<file path="src/rtl/mram_pkg.sv">
// Shared types and constants for the MRAM read path: trit codes,
// group/page sizes, assembler FSM states and the FIFO entry layout.
package mram_pkg;

  localparam logic [1:0] TRIT_S0  = 2'b00;
  localparam logic [1:0] TRIT_S1  = 2'b01;
  localparam logic [1:0] TRIT_S2  = 2'b10;
  localparam logic [1:0] TRIT_ILL = 2'b11;

  localparam int TRITS_PER_BYTE = 5;
  localparam int PAGE_TRITS     = 729;

  typedef enum logic {
    S_ACCEPT,
    S_RETRY
  } state_t;

  typedef struct packed {
    logic [7:0] data;
    logic       err;
    logic       last;
  } entry_t;

  // Illegal code packs as State0.
  function automatic logic [1:0] trit_val(input logic [1:0] code);
    return (code == TRIT_ILL) ? TRIT_S0 : code;
  endfunction

endpackage

</file>
<file path="src/rtl/mram_byte_fifo.sv">
// Synchronous show-ahead FIFO of packed bytes {data, err, last}.
// Ports: clk, rst (sync, active-high), push/din, pop/dout, full, empty.
// Head fields read as zero while empty. Push is taken when not full or
// when a pop happens in the same cycle.
module mram_byte_fifo
  import mram_pkg::*;
#(
  parameter int FIFO_DEPTH = 4
) (
  input  logic   clk,
  input  logic   rst,
  input  logic   push,
  input  entry_t din,
  input  logic   pop,
  output entry_t dout,
  output logic   full,
  output logic   empty
);

  localparam int AW = (FIFO_DEPTH > 2) ? $clog2(FIFO_DEPTH) : 1;

  entry_t        mem [FIFO_DEPTH];
  logic [AW-1:0] wr_ptr;
  logic [AW-1:0] rd_ptr;
  logic [AW:0]   count;
  logic          do_push;
  logic          do_pop;

  assign full    = (count == (AW+1)'(FIFO_DEPTH));
  assign empty   = (count == '0);
  assign do_pop  = pop & !empty;
  assign do_push = push & (!full | do_pop);
  assign dout    = empty ? '0 : mem[rd_ptr];

  always_ff @(posedge clk) begin
    if (do_push) begin
      mem[wr_ptr] <= din;
    end
  end

  always_ff @(posedge clk) begin
    if (rst) begin
      wr_ptr <= '0;
      rd_ptr <= '0;
      count  <= '0;
    end else begin
      if (do_push) begin
        wr_ptr <= wr_ptr + 1'b1;
      end
      if (do_pop) begin
        rd_ptr <= rd_ptr + 1'b1;
      end
      unique case ({do_push, do_pop})
        2'b10:   count <= count + 1'b1;
        2'b01:   count <= count - 1'b1;
        default: count <= count;
      endcase
    end
  end

endmodule

</file>
<file path="src/rtl/mram_read_assembler.sv">
// Packs the sense-amp trit stream into bytes (5 trits, base 3) and queues
// them for the page buffer with page-end flush and per-page error status.
// Ports: sa_* trit input, in_ready, reread_req, out_* byte handshake,
// page_err, overflow. Optional meta-stable re-read: MRA_RETRY_EN.
module mram_read_assembler
  import mram_pkg::*;
#(
  parameter int         FIFO_DEPTH = 4,
  parameter logic [2:0] MAX_RETRY  = 3'd2
) (
  input  logic       clk,
  input  logic       rst,
  input  logic       sa_valid,
  input  logic [1:0] sa_trit,
  input  logic       sa_meta,
  input  logic       sa_last,
  input  logic       out_ready,
  output logic       in_ready,
  output logic       reread_req,
  output logic       out_valid,
  output logic [7:0] out_byte,
  output logic       out_err,
  output logic       out_last,
  output logic       page_err,
  output logic       overflow
);

`ifdef MRA_RETRY_EN
  localparam bit RETRY_ON = 1'b1;
`else
  localparam bit RETRY_ON = 1'b0;
`endif

  state_t     state;
  logic [7:0] acc;
  logic [6:0] weight;
  logic [2:0] idx;
  logic       grp_err;
  logic [2:0] retry_cnt;
  logic       new_page;
  logic       pend_valid;
  entry_t     pend;

  entry_t     head;
  logic       fifo_full;
  logic       fifo_empty;

  logic       retry_now;
  logic       take;
  logic       closes;
  logic       t_err;
  logic [7:0] sum;
  logic       pop;
  logic       pend_go;

  assign in_ready = !rst & !fifo_full;

  always_comb begin
    retry_now = RETRY_ON & sa_valid & in_ready & sa_meta
              & (retry_cnt < MAX_RETRY);
    take      = sa_valid & in_ready & !retry_now;
    closes    = take & ((idx == 3'(TRITS_PER_BYTE - 1)) | sa_last);
    t_err     = (sa_trit == TRIT_ILL) | sa_meta;
    sum       = acc + 8'(weight) * 8'(trit_val(sa_trit));
    pop       = out_ready & !fifo_empty;
    pend_go   = pend_valid & (!fifo_full | pop);
  end

  always_ff @(posedge clk) begin
    if (rst) begin
      state      <= S_ACCEPT;
      acc        <= '0;
      weight     <= 7'd1;
      idx        <= '0;
      grp_err    <= 1'b0;
      retry_cnt  <= '0;
      new_page   <= 1'b1;
      pend_valid <= 1'b0;
      pend       <= '0;
      reread_req <= 1'b0;
      page_err   <= 1'b0;
      overflow   <= 1'b0;
    end else begin
      reread_req <= retry_now;
      if (sa_valid & !in_ready) begin
        overflow <= 1'b1;
      end
      if (pend_go) begin
        pend_valid <= 1'b0;
      end
      if (retry_now) begin
        retry_cnt <= retry_cnt + 1'b1;
        state     <= S_RETRY;
      end
      if (take) begin
        retry_cnt <= '0;
        state     <= S_ACCEPT;
        new_page  <= sa_last;
        if (new_page) begin
          page_err <= 1'b0;
        end
        if (closes) begin
          acc        <= '0;
          weight     <= 7'd1;
          idx        <= '0;
          grp_err    <= 1'b0;
          pend_valid <= 1'b1;
          pend.data  <= sum;
          pend.err   <= grp_err | t_err;
          pend.last  <= sa_last;
          if (grp_err | t_err) begin
            page_err <= 1'b1;
          end
        end else begin
          acc     <= sum;
          weight  <= 7'(weight * 7'd3);
          idx     <= idx + 1'b1;
          grp_err <= grp_err | t_err;
        end
      end
    end
  end

  mram_byte_fifo #(
    .FIFO_DEPTH(FIFO_DEPTH)
  ) u_fifo (
    .clk  (clk),
    .rst  (rst),
    .push (pend_valid),
    .din  (pend),
    .pop  (pop),
    .dout (head),
    .full (fifo_full),
    .empty(fifo_empty)
  );

  assign out_valid = !fifo_empty;
  assign out_byte  = head.data;
  assign out_err   = head.err;
  assign out_last  = head.last;

endmodule

</file>
<file path="config.mk">
export PLATFORM = sky130hd
export DESIGN_NAME = mram_read_assembler
export DESIGN_NICKNAME = d
export VERILOG_FILES = /design/src/rtl/mram_pkg.sv /design/src/rtl/mram_byte_fifo.sv /design/src/rtl/mram_read_assembler.sv
export SDC_FILE = /design/constraint.sdc
export NUM_CORES = 1
export LEC_CHECK = 0
export BUFFER_PORTS_ARGS = -buffer_cell sky130_fd_sc_hd__buf_2
export CAP_MARGIN = 5
export CORE_MARGIN = 4
export CORE_UTILIZATION = 40
export DETAILED_ROUTE_END_ITERATION = 6
export SETUP_SLACK_MARGIN = 0.15
export SYNTH_ARGS = -nofsm -noshare
export SYNTH_HDL_FRONTEND = slang
export SYNTH_HIERARCHICAL = 1
export SYNTH_SLANG_ARGS = --single-unit
</file>
<file path="constraint.sdc">
create_clock -name clk -period 6.2 [get_ports clk]
set_input_delay 1.24 -clock clk [delete_from_list [all_inputs] [get_ports clk]]
set_output_delay 1.24 -clock clk [all_outputs]
set_load 0.02 [all_outputs]
</file>
==> results.md <==
* Outcome: complete, no violations
* First-pass GRT wire length at 12.3 mm
* Num ports at 23
* HP Class: reg2reg
* Post-synthesis instance total at 352
* Vias per inst at 4.90
* Final Slew Violations at 0
* Routed vias at 2494
* CTS Buf Count at 9
* Syn Std Cell Area at 0.00397 mm²
* Min Tclk post-route at 3.61 ns
* # setup viols final at 0
* Port bufs at 21
* Non-Filler Instances at 509
* # rows at 36
* Reg-to-Reg End: acc[7]
* Clock group share of total power at 42.2%
* Pwr dens at 252 mW/mm²
* Startpoint types: input pin
* Synthesized net count at 388
* WHS Endpoint: acc[0]
* Routed Wire Length at 7.07 mm
* Synth top area share at 30.2%
* Worst-case reg-to-reg path depth at 7
* Psw at 0.248 mW
* Starting Density at 40.8%
* LEAKAGE at 1.62 nW
* Initial DRT Pass Iterations at 4
* Sequential area share after synthesis at 51.4%
* CTS Buffer Depth at 2
* Area growth syn-to-layout at 11.6%
* Placed Instances at 493
* Hold Path Cell Cnt at 2
* VDD IR max at 0.0897 mV
* Reg2reg start: u_fifo/count[2]
* Clock slew at the register clock pins of the worst setup and hold paths at 0.09 ns
* Root Buffer: clkbuf_8
* CP arrival at 3.90 ns
* Wire per inst at 13.9 µm
* Die area at 0.0116 mm²
* Hold path startpoint: acc[0]
* Fin crit share at 58.2%
* Max-slew headroom at 46.8%
* Die X at 108 µm
* Yosys cell types at 47
* Final ANT Viol Nets at 0
* Largest area contributor in the synthesized netlist: edfxtp_1
* Slew @ Worst Pin at 0.798 ns
* Hold Vio Cnt, Final at 0
* DRT iter0 DRCs at 83
* CTS tree: done
* Syn avg cell area at 11.3 µm²
* Diode count at 0
* Power Internal at 0.869 mW
* Multi-input logic area at 0.00177 mm²
* Final #Nets at 407
* Area contributors post-synth: edfxtp_1 30%, dfxtp_1 21%, ha_1 6.0%
* Die height at 108 µm
* Critical Path RT at 6.49 ns
* Clk Latency, worst-skew pair at 0.35 ns
* Seq. cell area at 0.00204 mm²
* Commonest non-fill, non-tap cell in the layout: dfxtp_1
* Fillers at 917
* RSZ-0062 raised after global routing: false
* Vias in the first global route at 2500
* Core area at 0.00973 mm²
* Final routed DRC violation total at 0
* Achievable frequency at 277 MHz
* Critical path type: in2reg
* Hold Slack at 0.468 ns
* Async SR Flop Fraction at 0%
* Setup_tns at 0 ns
* H-tree depth at 3
* Fin util at 45.6%
* Register-to-register setup slack at 3.43 ns
* Total of max-cap violations at 0
* Share of power burned in registers at 52.0%
* #FFs+latches synth at 82
* Clock skew at 0.00793 ns
* Final GP Congestion at 0.755
* Post-CTS Setup Inserts at 0
* Post-synth EDFFs at 40
* Post-DP HPWL at 5.00 mm
* Synth Flop Type: dfxtp_1
* Largest net degree at the start of global routing at 46
* Logic pwr share at 5.8%
* CP max FO at 7
* All-Layer GR Usage at 13.6%
* Hold Buf Count CTS at 0
* Critical Path Sink Type: flip-flop
* Initial antenna violation count at 0
* Gr ovfl total at 0
* Clock Sinks at 82
* Layout cells sized above 1 at 14.1%
* Switching fraction of total power at 22.2%
* Syn. warnings at 6
* Most frequent cells in the layout: 42 x dfxtp_1, 40 x edfxtp_1, 30 x nand2_1, 25 x inv_1, 24 x a21oi_1
* CTS resizes at 0
[worst max-delay path: stages]
cell and delay [ns]:
buf_2 0.10, nor2b_1 0.35, and2_1 0.21, fa_1 0.42, ha_1 0.24, inv_1 0.07, fa_1 0.19, nor2b_1 0.07
o31a_1 0.25, o21a_1 0.21, or4_1 0.47, nand3_1 0.09
[cell usage after synthesis (all sizes together) (2+ instances only)]
library cell  instances
a21oi                24
nand3b                8
ha                   19
o21a                  2
inv                  25
nor3                  8
nand2b                5
mux2i                 2
nand2                30
a21o                  3
xnor2                 3
nand3                 6
clkbuf               10
xor2                  6
nor2                 20
a22oi                 2
and2                 12
dfxtp                42
mux4                 10
o211ai                3
a211oi                3
edfxtp               40
nor2b                16
or3                   5
buf                   5
fa                    9
or4                   2
o31ai                 2
o21ai                16
[through the flow]
| stage | total power [mW] | setup slack [ns] | instance area, µm² |
|---|---|---|---|
| 2_1_floorplan | 0.640 | 2.54 | 3970 |
| 3_3_place_gp | 0.658 | 2.28 | 4190 |
| 6_report | 1.12 | 2.59 | 4440 |
| 3_5_place_dp | 0.660 | 2.22 | 4190 |
| 4_1_cts | 1.13 | 2.59 | 4440 |
| 5_1_grt | 1.17 | 2.29 | 4440 |
[cell type report]
cell class / instances / area share (%)
Clock buffer: 9 / 2.79
Sequential cell: 82 / 46.0
Clock inverter: 7 / 2.79
Inverter: 25 / 2.12
Multi-Input combinational cell: 230 / 39.8
Timing Repair Buffer: 23 / 2.71
Tap cell: 133 / 3.75
[power by group through the flow]
stage | Combinational [mW] | Clock, mW | Sequential [mW]
final | 0.0653 | 0.471 | 0.581
after global routing | 0.0740 | 0.509 | 0.583
after CTS | 0.0665 | 0.485 | 0.581
after detailed placement | 0.0663 | 0 | 0.594
after global placement | 0.0652 | 0 | 0.593
after floorplan | 0.0482 | 0 | 0.592
[how the worst max path moves through the flow]
stage,end,cells past startpoint,start
2_1_floorplan,pend[9],11,sa_trit[1]
3_3_place_gp,pend[9],12,sa_trit[1]
3_5_place_dp,pend[9],12,sa_trit[1]
4_1_cts,pend[9],12,sa_trit[1]
5_1_grt,acc[7],7,rst
6_report,pend[9],12,sa_trit[1]
[per-layer routing]
metal / part of all wire, % / vias to the layer above / routed length (µm) / GRT usage [%]
li1: - / 1273 / - / -
met1: 48 / 1195 / 3370 / 17.6
met2: 49 / 20 / 3460 / 22.3
met3: 2.3 / 6 / 164 / 3.06
met4: 1.1 / 0 / 75 / 4.87
met5: 0 / - / 0 / 0
[kinds of logic (layout without fill, tap and decap cells)]
group | Yosys count | count (layout) | synth area share [%]
xor gates and xnor gates | 9 | 9 | 1.98
buffers and inverters | 40 | 64 | 4.19
other | 1 | 1 | 0.0944
and+or+nand+nor | 118 | 118 | 15.9
adders and majority gates | 28 | 28 | 10.5
muxes | 13 | 13 | 6.55
AOI/OAI and AO/OA | 61 | 61 | 9.41
DFF | 82 | 82 | 51.4
[flip-flops by register name, summed over array words and instances (netlist names), 2 cells and up, named ones only]
name and flops:
weight 7, u_fifo/rd_ptr 2, u_fifo/wr_ptr 2, u_fifo/mem 40, u_fifo/count 3, idx 3
pend 10, acc 8
Power figures use the tool's default switching activity.
